--- config.mk ---
export PLATFORM = sky130hd
export DESIGN_NAME = pe_load_scheduler
export DESIGN_NICKNAME = d
export VERILOG_FILES = /design/src/rtl/pe_load_scheduler_pkg.sv /design/src/rtl/pe_load_scheduler_row_mask.sv /design/src/rtl/pe_load_scheduler.sv
export SDC_FILE = /design/constraint.sdc
export NUM_CORES = 1
export LEC_CHECK = 0
export CAP_MARGIN = 20
export CORE_MARGIN = 5
export CORE_UTILIZATION = 49
export CTS_CLUSTER_SIZE = 20
export DETAILED_ROUTE_END_ITERATION = 12
export PLACE_DENSITY = 0.88
export SLEW_MARGIN = 15
export SYNTH_ARGS = -nofsm -noshare
export SYNTH_HDL_FRONTEND = slang
export SYNTH_HIERARCHICAL = 1
export SYNTH_SLANG_ARGS = --single-unit
export TNS_END_PERCENT = 50
--- constraint.sdc ---
create_clock -name clk -period 5.1 [get_ports clk]
set_input_delay 0.51 -clock clk [delete_from_list [all_inputs] [get_ports clk]]
set_output_delay 0.51 -clock clk [all_outputs]
set_load 0.005 [all_outputs]
--- src/rtl/pe_load_scheduler_pkg.sv ---
// Shared types and constants for the PE load scheduler.
// Row payloads, FSM states and error bit positions.
package pe_load_scheduler_pkg;

  localparam int FILTER_WIDTH = 8;

  typedef logic [3*FILTER_WIDTH-1:0] pe_row_t;

  typedef enum logic {
    IDLE = 1'b0,
    RUN  = 1'b1
  } sched_state_e;

  localparam logic [1:0] ROW_MAX     = 2'd2;
  localparam logic [1:0] ROW_ILLEGAL = 2'd3;

  localparam int ERR_BAD_ROW  = 0;
  localparam int ERR_DUP_ROW  = 1;
  localparam int ERR_SPURIOUS = 2;

endpackage

--- src/rtl/pe_load_scheduler_row_mask.sv ---
// Three-row presence mask: set by index, bulk clear, full and duplicate flags.
// Clear takes priority over a same-cycle set.
module pe_row_mask
  import pe_load_scheduler_pkg::*;
(
  input  logic       clk,
  input  logic       rst_n,
  input  logic       set_i,
  input  logic [1:0] idx_i,
  input  logic       clr_i,
  output logic       full_o,
  output logic       dup_o
);

  logic [2:0] mask_q, mask_d;
  logic [3:0] mask_ext;

  assign mask_ext = {1'b0, mask_q};
  assign full_o   = &mask_q;
  assign dup_o    = (idx_i <= ROW_MAX) & mask_ext[idx_i];

  always_comb begin
    mask_d = mask_q;
    if (clr_i) begin
      mask_d = 3'b000;
    end else if (set_i && idx_i <= ROW_MAX) begin
      mask_d = mask_q | (3'b001 << idx_i);
    end
  end

  always_ff @(posedge clk or negedge rst_n) begin
    if (!rst_n) mask_q <= 3'b000;
    else        mask_q <= mask_d;
  end

endmodule

--- src/rtl/pe_load_scheduler.sv ---
// Steers depacketized rows into filter / ifmap buffers and fires the MAC
// once filter and the expected timestep's ifmap bank are complete.
module pe_load_scheduler
  import pe_load_scheduler_pkg::*;
#(
  parameter int FILTER_WIDTH = pe_load_scheduler_pkg::FILTER_WIDTH,
  parameter int CNT_W        = 8
) (
  input  logic                      clk,
  input  logic                      rst_n,
  input  logic                      in_valid,
  output logic                      in_ready,
  input  logic                      in_timestep,
  input  logic                      in_ifmapb_filter,
  input  logic [1:0]                in_filter_row,
  input  logic [3*FILTER_WIDTH-1:0] in_data,
  input  logic                      cfg_filter_clear,
  output logic                      filt_we,
  output logic [1:0]                filt_waddr,
  output logic                      ifmap_we,
  output logic                      ifmap_wbank,
  output logic [1:0]                ifmap_waddr,
  output logic [3*FILTER_WIDTH-1:0] wdata,
  output logic                      mac_start,
  output logic                      mac_ts,
  input  logic                      mac_done,
  output logic [CNT_W-1:0]          done_cnt,
  output logic [2:0]                err
);

  localparam int RW = 3 * FILTER_WIDTH;

  sched_state_e     state_q, state_d;
  logic             exp_ts_q, exp_ts_d;
  logic             mac_start_q, mac_start_d;
  logic             mac_ts_q, mac_ts_d;
  logic             clr_pend_q, clr_pend_d;
  logic [CNT_W-1:0] cnt_q, cnt_d;
  logic [2:0]       err_q, err_d;
  logic             filt_we_q, ifmap_we_q, wbank_q;
  logic [1:0]       faddr_q, iaddr_q;
  logic [RW-1:0]    wdata_q;

  logic acc, row_ok, f_set, b0_set, b1_set;
  logic f_clr, b0_clr, b1_clr, done_ok, fire;
  logic f_full, b0_full, b1_full, f_dup, b0_dup, b1_dup;

  assign in_ready = !((state_q == RUN) &&
                      (in_ifmapb_filter || (in_timestep == mac_ts_q)));
  assign acc     = in_valid & in_ready;
  assign row_ok  = (in_filter_row != ROW_ILLEGAL);
  assign f_set   = acc & in_ifmapb_filter & row_ok;
  assign b0_set  = acc & ~in_ifmapb_filter & row_ok & ~in_timestep;
  assign b1_set  = acc & ~in_ifmapb_filter & row_ok & in_timestep;
  assign done_ok = (state_q == RUN) & mac_done;
  assign b0_clr  = done_ok & ~mac_ts_q;
  assign b1_clr  = done_ok & mac_ts_q;
  // A clear seen during RUN is held until the bank is released.
  assign f_clr   = ((state_q == IDLE) & cfg_filter_clear) |
                   (done_ok & (clr_pend_q | cfg_filter_clear));
  assign fire    = (state_q == IDLE) & f_full &
                   (exp_ts_q ? b1_full : b0_full);

  pe_row_mask u_filt (
    .clk(clk), .rst_n(rst_n), .set_i(f_set), .idx_i(in_filter_row),
    .clr_i(f_clr), .full_o(f_full), .dup_o(f_dup)
  );

  pe_row_mask u_bank0 (
    .clk(clk), .rst_n(rst_n), .set_i(b0_set), .idx_i(in_filter_row),
    .clr_i(b0_clr), .full_o(b0_full), .dup_o(b0_dup)
  );

  pe_row_mask u_bank1 (
    .clk(clk), .rst_n(rst_n), .set_i(b1_set), .idx_i(in_filter_row),
    .clr_i(b1_clr), .full_o(b1_full), .dup_o(b1_dup)
  );

  always_ff @(posedge clk or negedge rst_n) begin
    if (!rst_n) state_q <= IDLE;
    else        state_q <= state_d;
  end

  always_comb begin
    state_d = state_q;
    unique case (state_q)
      IDLE:    if (fire)    state_d = RUN;
      RUN:     if (mac_done) state_d = IDLE;
      default: state_d = IDLE;
    endcase
  end

  always_comb begin
    mac_start_d = fire;
    mac_ts_d    = fire ? exp_ts_q : mac_ts_q;
    exp_ts_d    = exp_ts_q ^ done_ok;
    cnt_d       = cnt_q + CNT_W'(done_ok);
    clr_pend_d  = done_ok ? 1'b0 :
                  (clr_pend_q | ((state_q == RUN) & cfg_filter_clear));
    err_d       = err_q;
    if (acc && !row_ok)            err_d[ERR_BAD_ROW]  = 1'b1;
    if ((f_set & f_dup) | (b0_set & b0_dup) | (b1_set & b1_dup))
                                   err_d[ERR_DUP_ROW]  = 1'b1;
    if (mac_done && state_q != RUN) err_d[ERR_SPURIOUS] = 1'b1;
  end

  always_ff @(posedge clk or negedge rst_n) begin
    if (!rst_n) begin
      exp_ts_q    <= 1'b0;
      mac_start_q <= 1'b0;
      mac_ts_q    <= 1'b0;
      clr_pend_q  <= 1'b0;
      cnt_q       <= '0;
      err_q       <= 3'b000;
      filt_we_q   <= 1'b0;
      ifmap_we_q  <= 1'b0;
      wbank_q     <= 1'b0;
      faddr_q     <= 2'd0;
      iaddr_q     <= 2'd0;
      wdata_q     <= '0;
    end else begin
      exp_ts_q    <= exp_ts_d;
      mac_start_q <= mac_start_d;
      mac_ts_q    <= mac_ts_d;
      clr_pend_q  <= clr_pend_d;
      cnt_q       <= cnt_d;
      err_q       <= err_d;
      filt_we_q   <= f_set;
      ifmap_we_q  <= b0_set | b1_set;
      if (f_set) faddr_q <= in_filter_row;
      if (b0_set | b1_set) begin
        iaddr_q <= in_filter_row;
        wbank_q <= in_timestep;
      end
      if (acc && row_ok) wdata_q <= in_data;
    end
  end

  assign filt_we     = filt_we_q;
  assign filt_waddr  = faddr_q;
  assign ifmap_we    = ifmap_we_q;
  assign ifmap_wbank = wbank_q;
  assign ifmap_waddr = iaddr_q;
  assign wdata       = wdata_q;
  assign mac_start   = mac_start_q;
  assign mac_ts      = mac_ts_q;
  assign done_cnt    = cnt_q;
  assign err         = err_q;

endmodule

==> results of run 1 <==
## logic make-up (layout without fill, tap and decap cells)
| kind of cell | after synthesis | in the layout | share of synthesized area [%] |
|---|---|---|---|
| AO/OA/AOI/OAI | 25 | 25 | 7.98 |
| XOR/XNOR | 8 | 8 | 3.30 |
| adder cells (fa/ha/maj) | 2 | 2 | 1.06 |
| buffers and inverters | 14 | 98 | 2.87 |
| flip-flops | 56 | 56 | 59.6 |
| multiplexers | 33 | 33 | 15.6 |
| AND/OR/NAND/NOR | 35 | 35 | 9.58 |
## metrics by stage
stage          worst slack (ns)  total power, uW  cells  hold slack [ns]  util [%]
2_1_floorplan              3.32              576    173            0.214         -
3_3_place_gp               1.93              693    302            0.458      67.5
3_5_place_dp               1.91              700    302            0.466      67.5
4_1_cts                    2.24              985    310            0.344      69.8
5_1_grt                    2.33             1020    311            0.372      70.2
6_report                   2.44              978    311            0.317      70.2
## Yosys cell counts (all sizes together)
master  number  area (um^2)
dfrtp       56         1400
mux2        29          327
a21oi       12         60.1
inv         11         41.3
nand3b      10         75.1
xnor2        6         60.1
mux2i        4         40.0
nand3        4         20.0
nor2         4         15.0
o21ai        4         20.0
and3         3         18.8
nor3         3         15.0
nor3b        3         22.5
or3b         3         26.3
and2         2         13.8
buf          2         22.5
ha           2         25.0
o22a         2         17.5
xor2         2         17.5
a211o        1         8.76
a211oi       1         20.0
a21bo        1         10.0
a21o         1         7.51
a31o         1         8.76
and2b        1         8.76
clkbuf       1         3.75
nand2        1         3.75
nand2b       1         6.26
o21bai       1         7.51
o32ai        1         27.5
## flip-flops by register name, summed over array words and instances, names as in the netlist
name and cells:
ifmap_waddr 2, state_q 1, clr_pend_q 1, u_filt/mask_q 3, exp_ts_q 1, u_bank1/mask_q 3, filt_we 1, filt_waddr 2
mac_start 1, done_cnt 8, wdata 24, mac_ts 1, u_bank0/mask_q 3, err 3, ifmap_wbank 1, ifmap_we 1
## power breakdown
group	leakage, uW	internal (uW)	switching [uW]
registers	0.000669	484	22.1
clock network	0.0000541	145	141
logic	0.000706	123	61.8
## path summary, 6_finish.rpt
kind | to | slack, ns | cells past startpoint
setup / recovery | in_ready | 2.44 | 4
hold / removal | mac_start$_DFF_PN0_ | 0.32 | 2
max in group asynchronous | wdata[22]$_DFFE_PN0P_ | 4.33 | 2
hold reg to reg | done_cnt[7]$_DFF_PN0_ | 0.48 | 1
min in group clk | done_cnt[7]$_DFF_PN0_ | 0.48 | 1
setup reg to reg | u_bank0/mask_q[0]$_DFFE_PN0P_ | 3.19 | 5
## cells in the final DEF (no fill, tap or decap), types with 4 or more instances in the layout
cell             count
a21oi_1             12
clkbuf_8             5
clkdlybuf4s50_1     76
dfrtp_1             56
inv_1               11
mux2_2              29
mux2i_1              4
nand3_1              4
nand3b_1            10
nor2_1               4
o21ai_0              4
xnor2_1              5
## routing by layer
metal	vias up	GRT usage [%]	part of all wire (%)
met5	-	0	0
met4	0	8.42	2.5
met3	10	2.72	4.6
met2	53	27.9	51
met1	807	20.3	41
li1	771	-	-
## final cells by class
type,instances,area (um^2),share of cell area [%]
multi-input cells,103,882,26.8
clock buffers,5,68.8,2.09
inverters,11,41.3,1.25
well taps,54,67.6,2.05
repair buffers,79,788,23.9
clock inverters,3,42.5,1.29
flip-flops and latches,56,1400,42.6
==> reports/results.md, run 1 <==
| Item | This run |
| --- | --- |
| Dpl cell area | 0.00317 mm^2 |
| Y dimension of the die | 79.3 um |
| Register area share after synthesis | 59.6% |
| Startpoint types | primary input |
| Launching point of the worst reg2reg path | mac_ts$_DFFE_PN0P_ |
| Yosys warns | 6 |
| Max IR drop VDD | 0.135 mV |
| Drt first pass iters | 4 |
| CTS tree | yes |
| Floorplan Core Area | 0.00469 mm^2 |
| Routed wirelength normalized by instance count | 16.4 um |
| Finish-stage setup viols | 0 |
| Net count after synthesis | 208 |
| Number of setup buffers added after CTS | 0 |
| Post-synth cell types | 32 |
| RSZ-0062 raised after global routing | false |
| Hold bufs inserted after CTS | 0 |
| Total power density per cell area | 297 mW/mm^2 |
| Critical path launch point | in_timestep |
| Number of global-route vias before repair | 1,700 |
| Status | finished, final reports clean |
| Category of the critical setup timing path | in2out |
| Largest net degree at the start of global routing | 57 |
| Total CTS buffers | 5 |
| Fin Clk Skew | 0.0115 ns |
| Final worst path period share | 52.1% |
| Final standard cell area without fillers | 0.00329 mm^2 |
| Total die area | 0.00628 mm^2 |
| Number of DRC violations after detailed-routing iteration 0 | 88 |
| Latest clock arrival within the worst-skew pair | 0.31 ns |
| Fraction of final layout cells with drive strength greater than 1 | 18.3% |
| I/O pin count | 78 |
| Placed wire-length estimate after detailed placement | 3.64 mm |
| CTS Sinks | 56 |
| Area added between synthesis and finish | 40.0% |
| Total routing usage reported by global routing | 16.5% |
| Critical path endpoint category | output port |
| FILL cells | 344 |
| Endpoint arrival time on the critical path | 2.15 ns |
| Post-route setup TNS | 0 ns |
| FP Rows | 25 |
| Final Hold Fails | 0 |
| Cell Chain, Critical Path | clkdlybuf4s50_1, xnor2_2, o21ai_0, clkdlybuf4s50_1 |
| Post-layout net count | 291 |
| WP data required | 4.59 ns |
| Horizontal die dimension | 79.3 um |
| Routed vias/inst | 5.28 |
| N_diodes | 0 |
| H-tree level count | 2 |
| Cells after Synth | 173 |
| IO Port Bufs | 77 |
| Post-synth design cell area | 0.00235 mm^2 |
| Initial cell density of the core | 50.1% |
| Count of state elements after synthesis | 56 |
| Buffering stage count on the worst path with inverters included | 2 |
| Slowest cell on the critical path | clkdlybuf4s50_1 |
| Post-detailed-route count of antenna-violating nets | 0 |
| Max Cap Violations | 0 |
| Clk slew on worst S/H paths | 0.10 ns |
| Clock root buffer master | clkbuf_8 |
| Worst Path Max Fanout | 5 |
| Routability cong. | 0.737 |
| Top achievable clock speed | 377 MHz |
| Worst slew margin | 54.2% |
| DRC violation count after routing | 0 |
| Largest delay share family, worst path | buffers and inverters |
| Post-synthesis area per instance | 13.6 um^2 |
| Detailed-route wire length | 5.09 mm |
| Clock tree buffer depth | 2 |
| Leak Pwr | 0.00143 uW |
| Wire length of the first global-routing pass | 7.99 mm |
| Hold/Removal Path Class | in2async |
| Antenna violations before repair | 0 |
| Post-layout min period | 2.66 ns |
| Transition time at the pin with the least slew margin | 0.687 ns |
| Number of vias after detailed routing | 1,641 |
| Final global-route overflow total | 0 |
| Post-cts sizing count | 0 |
| Crit path top cell by count | clkdlybuf4s50_1 |
| Slew Viols, Final | 0 |
| Delay of the slowest critical-path stage | 0.56 ns |
Power figures use the tool's default switching activity.
==> inputs of run 2 (changes only) <==
--- a/config.mk
+++ b/config.mk
@@ -7,10 +7,10 @@
 export LEC_CHECK = 0
 export CAP_MARGIN = 20
 export CORE_MARGIN = 5
-export CORE_UTILIZATION = 49
+export CORE_UTILIZATION = 45
 export CTS_CLUSTER_SIZE = 20
 export DETAILED_ROUTE_END_ITERATION = 12
-export PLACE_DENSITY = 0.88
+export PLACE_DENSITY = 0.82
 export SLEW_MARGIN = 15
 export SYNTH_ARGS = -nofsm -noshare
 export SYNTH_HDL_FRONTEND = slang
==> constraint.sdc (replaced) <==
create_clock -name clk -period 2.7 [get_ports clk]
set_input_delay 0.27 -clock clk [delete_from_list [all_inputs] [get_ports clk]]
set_output_delay 0.27 -clock clk [all_outputs]
set_load 0.005 [all_outputs]
==> reports/results.md, run 2 (same netlist as run 1, synthesis figures left out) <==
| Item | This run | Delta |
| --- | --- | --- |
| Reg-to-Reg End | u_bank0/mask_q[0]$_DFFE_PN0P_ | unchanged |
| Post-layout min period | 2.12 ns |  |
| CTS tree | yes | unchanged |
| Worst Path Max Fanout | 5 | unchanged |
| Final worst path period share | 78.4% |  |
| Worst Setup Slack post-DPL | 0.517 ns | was 1.91 ns |
| Met3 capacity usage during global routing | 3.36% | was 2.72% |
| Placed wire-length estimate after detailed placement | 3.59 mm | was 3.64 mm |
| Fraction of final layout cells with drive strength greater than 1 | 18.8% | was 18.3% |
| Slew Viols, Final | 0 | unchanged |
| Hold/Removal Path Class | in2async | unchanged |
| Max IR drop VDD | 0.276 mV | was 0.135 mV |
| Finished Layout Cells | 330 | was 311 |
| Category of the critical setup timing path | in2out | unchanged |
| Critical path endpoint category | output port | unchanged |
| Final Hold Fails | 0 | unchanged |
| Fin worst setup slack | 0.584 ns | was 2.44 ns |
| FP Rows | 26 | was 25 |
| Number of vias after detailed routing | 1,620 | was 1,641 |
| Dpl cell area | 0.00322 mm^2 | was 0.00317 mm^2 |
| Number of setup buffers added after CTS | 0 | unchanged |
| Post-layout net count | 295 | was 291 |
| Total power density per cell area | 533 mW/mm^2 | was 297 mW/mm^2 |
| Clock tree buffer depth | 2 | unchanged |
| Y dimension of the die | 82.3 um | was 79.3 um |
| Detailed-route wire length | 4.78 mm | was 5.09 mm |
| Wire length of the first global-routing pass | 7.59 mm | was 7.99 mm |
| Most common library cell in the layout ignoring fill and taps | clkdlybuf4s50_1 | unchanged |
| Final standard cell area without fillers | 0.00332 mm^2 | was 0.00329 mm^2 |
| Top achievable clock speed | 473 MHz |  |
| Net switching component of the power | 393 uW | was 225 uW |
| Status | finished, final reports clean | unchanged |
| WP data required | 2.43 ns | was 4.59 ns |
| Number of DRC violations after detailed-routing iteration 0 | 72 | was 88 |
| Number of global-route vias before repair | 1,669 | was 1,700 |
| Seq pwr share | 53.7% | was 51.7% |
| Finish-stage setup viols | 0 | unchanged |
| RSZ-0062 raised after global routing | false | unchanged |
| Initial cell density of the core | 46.0% | was 50.1% |
| IO Port Bufs | 77 | unchanged |
| Number of cells in the design after placement | 322 | was 302 |
| Internal reg-to-reg setup slack | 0.85 ns | was 3.19 ns |
| Horizontal die dimension | 82.3 um | was 79.3 um |
| Antenna violations before repair | 0 | unchanged |
| CTS Sinks | 56 | unchanged |
| Fin Clk Skew | 0.00626 ns | was 0.0115 ns |
| Endpoint arrival time on the critical path | 1.85 ns | was 2.15 ns |
| Leak Pwr | 0.00144 uW | was 0.00143 uW |
| Total CTS buffers | 5 | unchanged |
| Power, Total | 1770 uW | was 978 uW |
| Routing layer with the top usage in global route | met2 | unchanged |
| Clk network pwr share | 26.6% | was 29.3% |
| Clk slew on worst S/H paths | 0.09 ns | was 0.10 ns |
| Max Cap Violations | 0 | unchanged |
| Routability cong. | 0.758 | was 0.737 |
| Part of the total power dissipated in combinational logic | 19.7% | was 18.9% |
| Routed wirelength normalized by instance count | 14.5 um | was 16.4 um |
| Switching share of total power | 22.2% | was 23.0% |
| Total die area | 0.00677 mm^2 | was 0.00628 mm^2 |
| Post-route setup TNS | 0 ns | unchanged |
| Area added between synthesis and finish | 41.3% | was 40.0% |
| DRC violation count after routing | 0 | unchanged |
| Post-detailed-route count of antenna-violating nets | 0 | unchanged |
| Global-route met2 utilization | 23.3% | was 27.9% |
| I/O pin count | 78 | unchanged |
| Int Pwr | 1380 uW | was 753 uW |
| Transition time at the pin with the least slew margin | 0.474 ns | was 0.687 ns |
| Met1 track demand over resource in global routing | 19.4% | was 20.3% |
| Total routing usage reported by global routing | 14.7% | was 16.5% |
| Max FFs per register | 24 | unchanged |
| R2R cell count | 5 | unchanged |
| Most frequent cells in the layout | clkdlybuf4s50_1, dfrtp_1, mux2_2 | unchanged |
| Worst slew margin | 68.4% | was 54.2% |
| H-tree level count | 2 | unchanged |
| Largest net degree at the start of global routing | 25 | was 57 |
| Final global-route overflow total | 0 | unchanged |
| N_diodes | 0 | unchanged |
| Drt first pass iters | 4 | unchanged |
| Routed vias/inst | 4.91 | was 5.28 |
| Floorplan Core Area | 0.00511 mm^2 | was 0.00469 mm^2 |
| Launching point of the worst reg2reg path | mac_ts$_DFFE_PN0P_ | unchanged |
| Clock root buffer master | clkbuf_8 | unchanged |
| Startpoint types | primary input | unchanged |
| Latest clock arrival within the worst-skew pair | 0.29 ns | was 0.31 ns |
## run 2: cell count changes in the layout (fill, tap and decap cells not counted)
cell	delta
buf_8	-1
clkinv_2	-1
clkinvlp_4	-1
dlygate4sd3_1	+1
bufinv_16	-1
buf_4	+4
clkbuf_8	+2
## run 2: cell type report
type | instances | area [um^2]
inverter | 11 | 41.3
multi-input combinational | 103 | 882
clock buffer | 7 | 96.3
fill | 424 | 1790
timing repair buffer | 83 | 813
sequential | 56 | 1400
tap | 70 | 87.6
## run 2: what timing repair did
| action | 4_1_cts | 5_1_grt |
|---|---|---|
| hold buffers | 1 | 0 |
| gates resized for setup | 0 | 0 |
| endpoints found under the hold margin | 20 | 0 |
## run 2: how the worst max path moves through the flow
stage | start | endpoint | slack, ns
final | in_timestep | in_ready | 0.58
after global routing | in_timestep | in_ready | 0.48
after CTS | in_timestep | in_ready | 0.58
after detailed placement | in_timestep | u_bank0/mask_q[0]$_DFFE_PN0P_ | 0.52
after global placement | in_timestep | u_bank0/mask_q[0]$_DFFE_PN0P_ | 0.55
after floorplan | mac_ts$_DFFE_PN0P_ | u_bank1/mask_q[0]$_DFFE_PN0P_ | 0.99
## run 2: power by group through the flow
stage	logic (uW)	registers [uW]	clock network [uW]
final	350	950	470
after global routing	379	961	531
after CTS	356	952	491
after detailed placement	354	968	0
after global placement	348	966	0
after floorplan	115	973	0
## run 2: critical path, cell delays in order
cell,delay [ns]
clkdlybuf4s50_1,0.50
xnor2_2,0.22
o21ai_0,0.28
clkdlybuf4s50_1,0.57
## run 2: per-stage QoR
step	hold WS [ns]	utilization (%)
floorplan	-0.0256	-
global placement	0.250	63.0
detailed placement	0.258	63.0
CTS	0.457	65.0
global route	0.482	65.0
finish	0.453	65.0
## run 2: metal layers
metal / routed length (um) / share of wire [%]
met1: 2120 / 44
met5: 0 / 0
met4: 65 / 1.4
met3: 297 / 6.2
met2: 2300 / 48
==> inputs of run 3 (changes only) <==
--- a/config.mk
+++ b/config.mk
@@ -7,10 +7,10 @@
 export LEC_CHECK = 0
 export CAP_MARGIN = 20
 export CORE_MARGIN = 5
-export CORE_UTILIZATION = 45
+export CORE_UTILIZATION = 41
 export CTS_CLUSTER_SIZE = 20
 export DETAILED_ROUTE_END_ITERATION = 12
-export PLACE_DENSITY = 0.82
+export PLACE_DENSITY = 0.79
 export SLEW_MARGIN = 15
 export SYNTH_ARGS = -nofsm -noshare
 export SYNTH_HDL_FRONTEND = slang
==> constraint.sdc (replaced) <==
create_clock -name clk -period 1.8 [get_ports clk]
set_input_delay 0.18 -clock clk [delete_from_list [all_inputs] [get_ports clk]]
set_output_delay 0.18 -clock clk [all_outputs]
set_load 0.005 [all_outputs]
==> reports/results.md, run 3 (same netlist as run 1, synthesis figures left out) <==
| Item | This run | Delta |
| --- | --- | --- |
| H-tree level count | 2 | unchanged |
| Fin Clk Skew | 0.00215 ns | was 0.00626 ns |
| RSZ-0062 raised after global routing | false | unchanged |
| Largest net degree at the start of global routing | 57 | was 25 |
| Number of vias after detailed routing | 1,675 | was 1,620 |
| Most frequent cells in the layout | clkdlybuf4s50_1, dfrtp_1, mux2_2 | unchanged |
| Routed vias/inst | 4.91 | about the same |
| Fraction of final layout cells with drive strength greater than 1 | 21.9% | was 18.8% |
| Detailed-route wire length | 5.09 mm | was 4.78 mm |
| Most common library cell in the layout ignoring fill and taps | clkdlybuf4s50_1 | unchanged |
| Post-layout min period | 1.72 ns |  |
| Clk slew on worst S/H paths | 0.09 ns | about the same |
| CTS tree | yes | unchanged |
| Wire length of the first global-routing pass | 8.60 mm | was 7.59 mm |
| Critical path launch point | mac_ts$_DFFE_PN0P_ | was in_timestep |
| Initial cell density of the core | 42.4% | was 46.0% |
| Final global-route overflow total | 0 | unchanged |
| Critical path endpoint category | flop | was output port |
| Clock root buffer master | clkbuf_8 | unchanged |
| Max FFs per register | 24 | unchanged |
| WP data required | 2.02 ns | was 2.43 ns |
| FP Rows | 27 | was 26 |
| Finished Layout Cells | 341 | was 330 |
| Final worst path period share | 95.7% |  |
| Post-route setup TNS | 0 ns | unchanged |
| I/O pin count | 78 | unchanged |
| Antenna violations before repair | 0 | unchanged |
| Placed wire-length estimate after detailed placement | 3.63 mm | was 3.59 mm |
| Area added between synthesis and finish | 46.1% | was 41.3% |
| Launching point of the worst reg2reg path | mac_ts$_DFFE_PN0P_ | unchanged |
| Internal reg-to-reg setup slack | 0.08 ns | was 0.85 ns |
| Routability cong. | 0.735 | was 0.758 |
| Transition time at the pin with the least slew margin | 0.374 ns | was 0.474 ns |
| Post-layout net count | 303 | was 295 |
| Number of DRC violations after detailed-routing iteration 0 | 114 | was 72 |
| Y dimension of the die | 85.7 um | was 82.3 um |
| Hold/Removal Path Class | in2async | unchanged |
| Startpoint types | flop | was primary input |
| Slew Viols, Final | 0 | unchanged |
| Floorplan Core Area | 0.00554 mm^2 | was 0.00511 mm^2 |
| Number of cells in the design after placement | 332 | was 322 |
| Total power density per cell area | 808 mW/mm^2 | was 533 mW/mm^2 |
| Leak Pwr | 0.00149 uW | was 0.00144 uW |
| Horizontal die dimension | 85.7 um | was 82.3 um |
| Top achievable clock speed | 580 MHz |  |
| Latest clock arrival within the worst-skew pair | 0.30 ns | was 0.29 ns |
| Worst Setup Slack post-DPL | -0.143 ns | was 0.517 ns |
| Total routing usage reported by global routing | 14.5% | was 14.7% |
| Clock tree buffer depth | 2 | unchanged |
| Status | finished, final reports clean | unchanged |
| N_diodes | 0 | unchanged |
| Routed wirelength normalized by instance count | 14.9 um | was 14.5 um |
| Post-detailed-route count of antenna-violating nets | 0 | unchanged |
| Total die area | 0.00735 mm^2 | was 0.00677 mm^2 |
| Total CTS buffers | 5 | unchanged |
| Finish-stage setup viols | 0 | unchanged |
| Max Cap Violations | 0 | unchanged |
| DRC violation count after routing | 0 | unchanged |
| Fin worst setup slack | 0.0769 ns | was 0.584 ns |
| Category of the critical setup timing path | reg2reg | was in2out |
| Final Hold Fails | 0 | unchanged |
| CTS Sinks | 56 | unchanged |
| Number of global-route vias before repair | 1,828 | was 1,669 |
| Drt first pass iters | 3 | was 4 |
| Worst Path Max Fanout | 3 | was 5 |
| Max IR drop VDD | 0.450 mV | was 0.276 mV |
| Endpoint arrival time on the critical path | 1.94 ns | was 1.85 ns |
| IO Port Bufs | 77 | unchanged |
| Worst slew margin | 75.1% | was 68.4% |
-- run 3: changes by cell type in the layout (fill, tap and decap cells not counted), sizes merged --
cell,change
clkdlybuf4s50,-1
bufinv,+1
dlygate4sd2,+1
clkinv,+1
clkbuf,-1
buf,+8
-- run 3: worst paths after layout --
kind / depth (start not counted) / to
worst max-delay path: 5 / u_bank1/mask_q[0]$_DFFE_PN0P_
worst min-delay path: 3 / ifmap_wbank$_DFFE_PN0P_
worst max register to register: 5 / u_bank1/mask_q[0]$_DFFE_PN0P_
worst min register to register: 1 / done_cnt[7]$_DFF_PN0_
max in group asynchronous: 3 / mac_ts$_DFFE_PN0P_
min in group clk: 1 / done_cnt[7]$_DFF_PN0_
-- run 3: power breakdown --
part	total, uW	switching (uW)	internal (uW)
Clock	799	386	413
Combinational	548	179	369
Sequential	1430	57.7	1370
Total	2780	623	2150
-- run 3: layer usage --
metal / global-route usage [%] / share of wire (%) / up-vias
met2: 25.3 / 50 / 44
met3: 3.65 / 5.5 / 6
li1: - / - / 793
met1: 17.7 / 44 / 832
met4: 4.32 / 1.0 / 0
met5: 0 / 0 / -
-- run 3: area by class of cell --
| cell class | count | area, um^2 |
|---|---|---|
| well taps | 72 | 90.1 |
| inverters | 11 | 41.3 |
| fillers | 476 | 2100 |
| clock buffers | 6 | 72.6 |
| flip-flops and latches | 56 | 1400 |
| repair buffers | 91 | 897 |
| clock inverters | 2 | 35.0 |
| multi-input cells | 103 | 897 |
-- run 3: repair_timing --
action                                  4_1_cts  5_1_grt
hold buffers                                  1        0
buffers inserted                              0        0
endpoints found under the setup margin        1        0
resized for setup                             5        0
hold endpoints to repair                     56        0
-- run 3: worst max-delay path, stage by stage (launching register included) --
cell	delay, ns
dfrtp_2	0.45
xnor2_4	0.18
a211oi_4	0.26
and2_2	0.20
or3b_1	0.36
a21oi_1	0.18
-- run 3: through the flow --
step	total power [uW]	area (um^2)	hold slack (ns)	utilization, %
finish	2780	3440	0.392	62.0
detailed placement	2010	3300	0.204	59.6
CTS	2820	3440	0.413	62.0
global placement	1990	3300	0.205	59.6
global route	2920	3440	0.428	62.0
floorplan	1630	2350	-0.116	-
